### src/rtl/bsg_alu_pkg.sv
// Shared ALU definitions for bsg_alu and its command issuer.
// Holds the 2-bit ALU control encoding; no ports.
package bsg_alu_pkg;

   localparam int alu_op_w_lp = 2;

   typedef enum logic [alu_op_w_lp-1:0] {
      AND  = 2'b00,
      XOR  = 2'b01,
      NAND = 2'b10,
      ADD  = 2'b11
   } bsg_alu_op_e;

endpackage

### src/rtl/bsg_alu_cmd_issuer_if.sv
// Bundle of all bsg_alu_cmd_issuer bus signals.
// Command (v/ready), ALU drive/return, response (v/yumi) and err flag.
interface bsg_alu_cmd_issuer_if
   import bsg_alu_pkg::*;
#(
   parameter int width_p = 8,
   parameter int tag_p   = 4
);

   logic                   v_i;
   logic                   ready_o;
   logic [alu_op_w_lp-1:0] op_i;
   logic [width_p-1:0]     a_i;
   logic [width_p-1:0]     b_i;
   logic [tag_p-1:0]       tag_i;

   logic [alu_op_w_lp-1:0] alu_control_o;
   logic [width_p-1:0]     alu_a_o;
   logic [width_p-1:0]     alu_b_o;
   logic [width_p-1:0]     alu_res_i;

   logic                   v_o;
   logic                   yumi_i;
   logic [width_p-1:0]     data_o;
   logic [alu_op_w_lp-1:0] op_o;
   logic [tag_p-1:0]       tag_o;
   logic                   err_o;

   // Environment side: command producer, external ALU, response consumer.
   modport master (
      output v_i, op_i, a_i, b_i, tag_i,
      output alu_res_i, yumi_i,
      input  ready_o, alu_control_o, alu_a_o, alu_b_o,
      input  v_o, data_o, op_o, tag_o, err_o
   );

   // Issuer side.
   modport slave (
      input  v_i, op_i, a_i, b_i, tag_i,
      input  alu_res_i, yumi_i,
      output ready_o, alu_control_o, alu_a_o, alu_b_o,
      output v_o, data_o, op_o, tag_o, err_o
   );

endinterface

### src/rtl/bsg_alu_cmd_issuer_rsp_fifo.sv
// In-order response buffer, els_p entries, circular read/write pointers.
// Ports: clk_i, reset_n_i, push_i/data_i, pop_i, v_o/data_o head, count_o.
module bsg_alu_cmd_issuer_rsp_fifo #(
   parameter int width_p = 14,
   parameter int els_p   = 4,
   localparam int cnt_w_lp = $clog2(els_p + 1)
) (
   input  logic                clk_i,
   input  logic                reset_n_i,
   input  logic                push_i,
   input  logic [width_p-1:0]  data_i,
   input  logic                pop_i,
   output logic                v_o,
   output logic [width_p-1:0]  data_o,
   output logic [cnt_w_lp-1:0] count_o
);

   localparam int ptr_w_lp = (els_p > 1) ? $clog2(els_p) : 1;
   localparam logic [ptr_w_lp-1:0] last_lp = ptr_w_lp'(els_p - 1);

   logic [width_p-1:0]  mem [els_p];
   logic [ptr_w_lp-1:0] wr_ptr;
   logic [ptr_w_lp-1:0] rd_ptr;
   logic [cnt_w_lp-1:0] count_r;

   always_ff @(posedge clk_i or negedge reset_n_i) begin
      if (!reset_n_i) begin
         for (int i = 0; i < els_p; i++) begin
            mem[i] <= '0;
         end
         wr_ptr  <= '0;
         rd_ptr  <= '0;
         count_r <= '0;
      end else begin
         if (push_i) begin
            mem[wr_ptr] <= data_i;
            wr_ptr <= (wr_ptr == last_lp) ? '0 : wr_ptr + 1'b1;
         end
         if (pop_i) begin
            rd_ptr <= (rd_ptr == last_lp) ? '0 : rd_ptr + 1'b1;
         end
         // Simultaneous push and pop leave occupancy unchanged.
         count_r <= count_r + cnt_w_lp'(push_i) - cnt_w_lp'(pop_i);
      end
   end

   assign v_o     = (count_r != '0);
   assign data_o  = mem[rd_ptr];
   assign count_o = count_r;

endmodule

### src/rtl/bsg_alu_cmd_issuer.sv
// Initiator for a combinational ALU: issues commands, returns results in order.
// Ports: clk_i, reset_n_i (async, active low), io (slave: cmd, alu, rsp, err).
// Optional: BSG_ALU_CMD_ISSUER_CHECK_EN adds a reference model driving err_o.
module bsg_alu_cmd_issuer
   import bsg_alu_pkg::*;
#(
   parameter int width_p = 8,
   parameter int els_p   = 4,
   parameter int tag_p   = 4
) (
   input  logic clk_i,
   input  logic reset_n_i,
   bsg_alu_cmd_issuer_if.slave io
);

   localparam int ent_w_lp = width_p + alu_op_w_lp + tag_p;
   localparam int cnt_w_lp = $clog2(els_p + 1);

   logic                iss_v;
   bsg_alu_op_e         iss_op;
   logic [width_p-1:0]  iss_a;
   logic [width_p-1:0]  iss_b;
   logic [tag_p-1:0]    iss_tag;

   logic                accept;
   logic                pop;
   logic                fifo_v;
   logic [ent_w_lp-1:0] push_ent;
   logic [ent_w_lp-1:0] head_ent;
   logic [cnt_w_lp-1:0] count;
   logic [cnt_w_lp:0]   load;

   // Reserve a slot for the command already sitting in the issue reg,
   // so the buffer can never overflow. Registers only feed ready_o.
   assign load       = {1'b0, count} + {{cnt_w_lp{1'b0}}, iss_v};
   assign io.ready_o = (load < (cnt_w_lp + 1)'(els_p));
   assign accept     = io.v_i & io.ready_o;
   // Illegal yumi with nothing valid is ignored.
   assign pop        = io.yumi_i & fifo_v;

   always_ff @(posedge clk_i or negedge reset_n_i) begin
      if (!reset_n_i) begin
         iss_v   <= 1'b0;
         iss_op  <= AND;
         iss_a   <= '0;
         iss_b   <= '0;
         iss_tag <= '0;
      end else begin
         iss_v <= accept;
         if (accept) begin
            iss_op  <= bsg_alu_op_e'(io.op_i);
            iss_a   <= io.a_i;
            iss_b   <= io.b_i;
            iss_tag <= io.tag_i;
         end
      end
   end

   // Issue reg holds its last command while idle.
   assign io.alu_control_o = iss_op;
   assign io.alu_a_o       = iss_a;
   assign io.alu_b_o       = iss_b;

   assign push_ent = {io.alu_res_i, iss_op, iss_tag};

   bsg_alu_cmd_issuer_rsp_fifo #(
      .width_p (ent_w_lp),
      .els_p   (els_p)
   ) rsp_fifo (
      .clk_i     (clk_i),
      .reset_n_i (reset_n_i),
      .push_i    (iss_v),
      .data_i    (push_ent),
      .pop_i     (pop),
      .v_o       (fifo_v),
      .data_o    (head_ent),
      .count_o   (count)
   );

   assign io.v_o = fifo_v;
   assign {io.data_o, io.op_o, io.tag_o} = head_ent;

`ifdef BSG_ALU_CMD_ISSUER_CHECK_EN
   logic [width_p-1:0] exp_res;
   logic               err_r;

   always_comb begin
      exp_res = '0;
      unique case (iss_op)
         AND:  exp_res = iss_a & iss_b;
         XOR:  exp_res = iss_a ^ iss_b;
         NAND: exp_res = ~(iss_a & iss_b);
         ADD:  exp_res = iss_a + iss_b;
      endcase
   end

   // Sticky until reset.
   always_ff @(posedge clk_i or negedge reset_n_i) begin
      if (!reset_n_i) begin
         err_r <= 1'b0;
      end else if (iss_v && (io.alu_res_i != exp_res)) begin
         err_r <= 1'b1;
      end
   end

   assign io.err_o = err_r;
`else
   assign io.err_o = 1'b0;
`endif

   yumi_legal: assert property (
      @(posedge clk_i) disable iff (!reset_n_i) io.yumi_i |-> fifo_v
   );

endmodule

### src/flat_wrapper.sv
// flat-port wrapper written by rule: the top's interface ports become plain ports
module bsg_alu_cmd_issuer_flat import bsg_alu_pkg::*;
#(
   parameter int width_p = 8,
   parameter int els_p   = 4,
   parameter int tag_p   = 4
)
  (clk_i, reset_n_i, io_v_i, io_op_i, io_a_i, io_b_i, io_tag_i, io_alu_res_i, io_yumi_i, io_ready_o, io_alu_control_o, io_alu_a_o, io_alu_b_o, io_v_o, io_data_o, io_op_o, io_tag_o, io_err_o);
  bsg_alu_cmd_issuer_if #(.width_p(width_p), .tag_p(tag_p)) io_i ();
  input  logic clk_i;
  input  logic reset_n_i;
  input wire logic [$bits(io_i.v_i)-1:0] io_v_i;
  input wire logic [$bits(io_i.op_i)-1:0] io_op_i;
  input wire logic [$bits(io_i.a_i)-1:0] io_a_i;
  input wire logic [$bits(io_i.b_i)-1:0] io_b_i;
  input wire logic [$bits(io_i.tag_i)-1:0] io_tag_i;
  input wire logic [$bits(io_i.alu_res_i)-1:0] io_alu_res_i;
  input wire logic [$bits(io_i.yumi_i)-1:0] io_yumi_i;
  output wire logic [$bits(io_i.ready_o)-1:0] io_ready_o;
  output wire logic [$bits(io_i.alu_control_o)-1:0] io_alu_control_o;
  output wire logic [$bits(io_i.alu_a_o)-1:0] io_alu_a_o;
  output wire logic [$bits(io_i.alu_b_o)-1:0] io_alu_b_o;
  output wire logic [$bits(io_i.v_o)-1:0] io_v_o;
  output wire logic [$bits(io_i.data_o)-1:0] io_data_o;
  output wire logic [$bits(io_i.op_o)-1:0] io_op_o;
  output wire logic [$bits(io_i.tag_o)-1:0] io_tag_o;
  output wire logic [$bits(io_i.err_o)-1:0] io_err_o;
  assign io_i.v_i = io_v_i;
  assign io_i.op_i = io_op_i;
  assign io_i.a_i = io_a_i;
  assign io_i.b_i = io_b_i;
  assign io_i.tag_i = io_tag_i;
  assign io_i.alu_res_i = io_alu_res_i;
  assign io_i.yumi_i = io_yumi_i;
  assign io_ready_o = io_i.ready_o;
  assign io_alu_control_o = io_i.alu_control_o;
  assign io_alu_a_o = io_i.alu_a_o;
  assign io_alu_b_o = io_i.alu_b_o;
  assign io_v_o = io_i.v_o;
  assign io_data_o = io_i.data_o;
  assign io_op_o = io_i.op_o;
  assign io_tag_o = io_i.tag_o;
  assign io_err_o = io_i.err_o;
  bsg_alu_cmd_issuer #(.width_p(width_p), .els_p(els_p), .tag_p(tag_p)) u_core (.clk_i(clk_i), .reset_n_i(reset_n_i), .io(io_i));
endmodule
### config.mk
export PLATFORM = sky130hd
export DESIGN_NAME = bsg_alu_cmd_issuer_flat
export DESIGN_NICKNAME = d
export VERILOG_FILES = /design/src/rtl/bsg_alu_pkg.sv /design/src/rtl/bsg_alu_cmd_issuer_if.sv /design/src/rtl/bsg_alu_cmd_issuer_rsp_fifo.sv /design/src/rtl/bsg_alu_cmd_issuer.sv /design/src/flat_wrapper.sv
export SDC_FILE = /design/constraint.sdc
export NUM_CORES = 1
export LEC_CHECK = 0
export ABC_AREA = 0
export BUFFER_PORTS_ARGS = -buffer_cell sky130_fd_sc_hd__buf_2
export CAP_MARGIN = 20
export CORE_ASPECT_RATIO = 2
export CORE_MARGIN = 10
export CORE_UTILIZATION = 59
export DETAILED_ROUTE_END_ITERATION = 10
export PLACE_DENSITY_LB_ADDON = 0.12
export SLEW_MARGIN = 10
export SYNTH_ARGS = -nofsm -noshare
export SYNTH_HDL_FRONTEND = slang
export SYNTH_SLANG_ARGS = --single-unit
### constraint.sdc
create_clock -name clk_i -period 5.5 [get_ports clk_i]
set_input_delay 1.1 -clock clk_i [delete_from_list [all_inputs] [get_ports clk_i]]
set_output_delay 1.1 -clock clk_i [all_outputs]
set_load 0.05 [all_outputs]
==> impl_metrics.py, run 1 <==
metrics = {
    "synth": {
        "syn_nets": 269,
        "synthesis.area_um2": 3760,
        "synth_edf_count": 0,
        "ys_async_sr_fraction_pct": 100,
        "ys_top_cells_by_area": "dfrtp_1 (57%), mux2_2 (18%), mux4_2 (8.4%), mux2_4 (7.6%), ha_1 (2.7%)",
        "synth_commonest_cells": "dfrtp_1 (86), mux2_2 (60), mux2_4 (19)",
        "syn_area_per_cell_um2": 16.6,
        "yosys_warnings": 0,
        "yosysSeqAreaShare_pct": 57.2,
        "ys_types": 21,
        "yosysMostFrequentCell": "dfrtp_1",
        "ys_ff_latch": 86,
        "syn_inst": 226,
        "synth_top_area_share_pct": 57.2,
        "yosys.area.top_type": "dfrtp_1",
        "synth_flop_cell": "dfrtp_1",
    },
    "grt": {
        "grt_max_degree": 87,
        "antenna_found_initial": 0,
        "grt_usage_pct": 15.1,
        "grt_overflow_total": 0,
        "grt_pass1_vias": 2431,
        "grt_pass1_wl_um": 12100,
    },
    "worst_setup_path": {
        "critical_path.max_stage_delay_ns": 0.99,
        "worstSetupEndpointType": "primary output",
        "worstSetupStartpointType": "register",
        "arrival_ns": 2.15,
        "crit_fanout": 17,
        "path_class": "register to primary output",
        "cp_data_required_time_ns": 4.40,
        "crit_slowest_cell": "dfrtp_1",
        "worstPathCellList": "mux4_2 > buf_2",
    },
    "clock_network": {
        "clkLatencyLatePin_ns": 0.33,
        "hold_buffers": 0,
        "ctsResizeCount": 0,
        "cts-root-buf": "clkbuf_16",
        "cts_max_level": 3,
        "cts.sinks": 86,
        "cts_buffers": 9,
        "clkTransAtPathRegs_ns": 0.06,
        "cts_buffer_depth": 2,
        "cts_tree": "built",
        "postCtsSetupBuffers": 0,
    },
    "floorplan": {
        "rows": 41,
        "start_util_pct": 60.1,
        "die_w_um": 76.5,
        "num_io_pins": 69,
        "die_h_um": 133,
        "core_area_um2": 6260,
        "die_area_um2": 10200,
    },
    "route": {
        "antenna_left": 0,
        "vias": 2077,
        "drtPass1Iterations": 4,
        "viasPerCell": 5.39,
        "wl_per_cell_um": 18.6,
        "drt_iter0_drc": 77,
        "drc_errors": 0,
        "totalWireLength_um": 7180,
    },
    "timing": {
        "rsz0062_at_grt": "no",
        "post-route-min-period_ns": 3.25,
        "hold_viol_final": 0,
        "skew_ns": 0.00411,
        "period_share_pct": 59.1,
        "relSlewSlack_pct": 34.2,
        "maxSlewViolCount": 0,
        "fin_setup_tns_ns": 0,
        "fmax_mhz": 307,
        "setup_violations": 0,
        "worst_pin_slew_ns": 0.987,
    },
    "final_layout": {
        "drive_gt1_share_pct": 58.9,
        "layoutNonFillerInstCount": 385,
        "syn2layout_area_growth_pct": 18.3,
        "antenna_cells": 0,
        "nets": 337,
    },
    "run": {
        "max-cap-violations": 0,
    },
    "hold_path": {
        "hold_path.class": "register to register",
    },
    "placement": {
        "place_inst": 368,
        "place.gp.congestion": 0.748,
        "hpwlAfterDp_um": 4860,
        "port-buffer-count": 67,
    },
    "outcome": {
        "status": "completed",
    },
}
==> path summary, 6_finish.rpt <==
kind	startpoint	end	slack (ns)	cells after the start
worst max register to register	u_core.rsp_fifo.count_o[1]	u_core.rsp_fifo.count_o[2]	3.34	8
worst min register to register	u_core.rsp_fifo.mem[16]	u_core.rsp_fifo.mem[16]	0.50	1
min in group asynchronous	reset_n_i	u_core.rsp_fifo.mem[51]	0.63	1
max in group asynchronous	reset_n_i	u_core.rsp_fifo.mem[32]	4.28	2
worst max-delay path	u_core.rsp_fifo.rd_ptr[0]	io_tag_o[1]	2.25	2
worst min-delay path	u_core.rsp_fifo.mem[16]	u_core.rsp_fifo.mem[16]	0.50	1
==> kinds of logic after synthesis <==
group	Yosys count	synth area share [%]
mux	93	33.9
flops	86	57.2
buf+inv	19	2.63
simple gates	12	1.70
fa+ha+maj	9	3.19
compound gates	5	0.998
other cells	1	0.0997
xor+xnor	1	0.233
==> flip-flops by register name, summed over array words and instances, names as in the netlist <==
| register | count |
|---|---|
| u_core.io.alu_a_o | 8 |
| u_core.io.alu_b_o | 8 |
| u_core.io.alu_control_o | 2 |
| u_core.iss_tag | 4 |
| u_core.iss_v | 1 |
| u_core.rsp_fifo.count_o | 3 |
| u_core.rsp_fifo.mem | 56 |
| u_core.rsp_fifo.rd_ptr | 2 |
| u_core.rsp_fifo.wr_ptr | 2 |
==> worst max-delay path: cells and delay by family, from the launching register on <==
kind | cells | cell delay [ns]
DFF | 1 | 0.99
buffers and inverters | 1 | 0.22
muxes | 1 | 0.60
==> metal layers <==
| layer | vias to the layer above | part of all wire, % | track usage (%) |
|---|---|---|---|
| li1 | 946 | - | - |
| met1 | 1063 | 37 | 15.4 |
| met2 | 59 | 54 | 25.9 |
| met3 | 9 | 7.2 | 6.38 |
| met4 | 0 | 1.9 | 7.07 |
| met5 | - | 0 | 0 |
==> through the flow <==
stage          area (um2)  hold WS [ns]  setup slack [ns]  util (%)
6_report             4450         0.500              2.25      71.1
5_1_grt              4450         0.506              2.06      71.1
4_1_cts              4420         0.501              2.18      70.7
3_5_place_dp         4140         0.488              2.53      66.1
3_3_place_gp         4140         0.483              2.55      66.1
2_1_floorplan        3760         0.474              2.87         -
==> layout make-up <==
type / count / area, um2
Clock inverter: 4 / 47.5
Fill cell: 477 / 1810
Inverter: 8 / 30.0
Sequential cell: 86 / 2150
Tap cell: 86 / 108
Clock buffer: 12 / 236
Multi-Input combinational cell: 121 / 1510
Timing Repair Buffer: 68 / 365
==> cells in the final DEF, fill, tap and decap left out <==
master	netlist	final
a21o_1	2	2
buf_16	0	1
buf_2	7	66
buf_4	1	1
bufinv_16	0	1
clkbuf_1	1	3
clkbuf_16	0	9
clkinv_2	0	2
clkinvlp_4	0	1
conb_1	1	1
dfrtp_1	86	86
fa_1	1	1
ha_1	8	8
inv_1	8	8
mux2_2	60	60
mux2_4	19	19
mux4_2	14	14
nand2_1	6	6
nand2_4	1	1
nand4_1	1	1
nor3_1	1	1
o211ai_2	1	1
o21ai_0	2	2
or3_1	3	3
xnor2_1	1	1
Power of run 1 is left out: the tool's default activity adds up to more than one toggle a clock period on the data nets, which glitch-free logic cannot reach.
==> run 2, diff against run 1 <==
- ABC_AREA: 0 -> 1
- CORE_UTILIZATION: 59 -> 55
- clock period: 5.5 -> 3.2 ns (I/O delays scaled with it)
==> impl_metrics.py, run 2 <==
metrics = {
    "clock_network": {
        "cts_max_level": 3,
        "hold_buffers": 0,
        "cts_tree": "built",
        "cts_buffer_depth": 2,
        "postCtsSetupBuffers": 0,
        "ctsResizeCount": 0,
        "cts.sinks": 86,
        "cts_buffers": 9,
        "clkTransAtPathRegs_ns": 0.06,
        "cts-root-buf": "clkbuf_16",
        "clkLatencyLatePin_ns": 0.34,
    },
    "floorplan": {
        "die_h_um": 137,
        "core_area_um2": 6620,
        "rows": 42,
        "die_w_um": 78.4,
        "die_area_um2": 10700,
        "num_io_pins": 69,
        "start_util_pct": 56.7,
    },
    "timing": {
        "skew_ns": 0.00537,
        "setup_violations": 0,
        "post-route-min-period_ns": 2.63,
        "period_share_pct": 82.2,
        "rsz0062_at_grt": "no",
        "fin_ws_ns": 0.569,
        "maxSlewViolCount": 0,
        "fin_setup_tns_ns": 0,
        "fmax_mhz": 380,
        "relSlewSlack_pct": 41.9,
        "hold_viol_final": 0,
        "worst_pin_slew_ns": 0.870,
    },
    "synth": {
        "synth_flop_cell": "dfrtp_1",
        "synthesis.area_um2": 3760,
        "ys_top_cells_by_area": "dfrtp_1 (57%), o21ai_0 (12%), nand2_1 (11%), nor2_1 (3.1%), nand3_1 (2.9%)",
        "syn_nets": 462,
        "ys_async_sr_fraction_pct": 100,
        "yosys_warnings": 0,
        "ys_types": 19,
        "ys_ff_latch": 86,
        "synth_commonest_cells": "nand2_1 (109), o21ai_0 (88), dfrtp_1 (86)",
        "syn_area_per_cell_um2": 8.97,
        "yosysSeqAreaShare_pct": 57.3,
        "yosysMostFrequentCell": "nand2_1",
        "synth_edf_count": 0,
        "yosys.area.top_type": "dfrtp_1",
        "synth_top_area_share_pct": 57.3,
        "syn_inst": 419,
    },
    "grt": {
        "grt_overflow_total": 0,
        "antenna_found_initial": 0,
        "grt_usage_pct": 17.1,
        "grt_max_degree": 87,
        "grt_pass1_wl_um": 14500,
        "grt_pass1_vias": 3141,
    },
    "route": {
        "viasPerCell": 5.28,
        "wl_per_cell_um": 15.0,
        "antenna_left": 0,
        "drc_errors": 0,
        "drt_iter0_drc": 197,
        "totalWireLength_um": 8470,
        "drtPass1Iterations": 5,
        "vias": 2987,
    },
    "worst_setup_path": {
        "arrival_ns": 1.99,
        "r2r_start": "u_core.rsp_fifo.count_o[1]",
        "path_class": "register to primary output",
        "cp_data_required_time_ns": 2.56,
        "worstSetupEndpointType": "primary output",
        "crit_fanout": 29,
        "worstSetupStartpointType": "register",
        "startpoint": "u_core.rsp_fifo.rd_ptr[0]",
    },
    "final_layout": {
        "antenna_cells": 0,
        "largest_register": "u_core.rsp_fifo.mem",
        "final_common_cell": "nand2_1",
        "num-fill-cells": 593,
        "largest_register_ffs": 56,
        "nets": 519,
        "syn2layout_area_growth_pct": 17.2,
        "layoutNonFillerInstCount": 566,
        "drive_gt1_share_pct": 18.8,
        "mostFrequentLayoutCells": "nand2_1 (109), o21ai_0 (88), dfrtp_1 (86), buf_2 (66), nor2_1 (31)",
    },
    "placement": {
        "place_inst": 552,
        "port-buffer-count": 67,
        "hpwlAfterDp_um": 5650,
        "place.gp.congestion": 0.802,
        "place_ws_ns": 0.845,
    },
    "run": {
        "max-cap-violations": 0,
    },
    "hold_path": {
        "hold_path.class": "primary input to async pin",
    },
    "outcome": {
        "status": "completed",
    },
}
[run 2: logic make-up (layout without fill, tap and decap cells)]
kind of cell	count (synthesis)	after routing	synth area share [%]
AO/OA/AOI/OAI	103	103	14.3
XOR/XNOR	1	1	0.233
adder cells (fa/ha/maj)	9	9	3.20
buffers and inverters	48	107	5.99
flip-flops	86	86	57.3
other	1	1	0.0998
AND/OR/NAND/NOR	171	171	18.9
[run 2: layer usage]
| layer | GRT usage, % | wire [um] | vias up |
|---|---|---|---|
| li1 | - | - | 1474 |
| met1 | 18.2 | 3400 | 1425 |
| met2 | 29.2 | 4430 | 78 |
| met3 | 6.18 | 493 | 10 |
| met4 | 7.72 | 139 | 0 |
| met5 | 0 | 0 | - |
[run 2: worst paths after layout]
check                                              to  slack [ns]  cells past startpoint
setup / recovery                          io_tag_o[3]        0.57                      4
hold / removal              u_core.rsp_fifo.rd_ptr[1]        0.16                      1
setup reg to reg           u_core.rsp_fifo.count_o[2]        1.11                      7
hold reg to reg                     u_core.iss_tag[2]        0.47                      2
max in group asynchronous     u_core.rsp_fifo.mem[37]        2.42                      2
min in group clk_i                  u_core.iss_tag[2]        0.47                      2
[run 2: critical path, cell delays in order, from the launching register on]
cell     delay, ns
dfrtp_1       0.37
inv_1         0.64
o21ai_0       0.19
o22ai_1       0.16
buf_2         0.29
[run 2: final cells by class]
class                      instances  area, um2  area share [%]
inverter                          24       90.1            2.04
timing repair buffer              70        380            8.63
clock inverter                     2       60.1            1.36
multi-input combinational        285       1380            31.3
sequential                        86       2150            48.8
clock buffer                      11        233            5.28
tap                               88        110            2.50
[run 2: per-stage QoR]
step           util, %  hold slack, ns  cell area (um2)
2_1_floorplan        -           0.344             3760
3_3_place_gp      61.7           0.451             4090
3_5_place_dp      61.7           0.457             4090
4_1_cts           66.1           0.472             4380
5_1_grt           66.5           0.167             4410
6_report          66.5           0.163             4410
Power of run 2 is left out for the same reason.
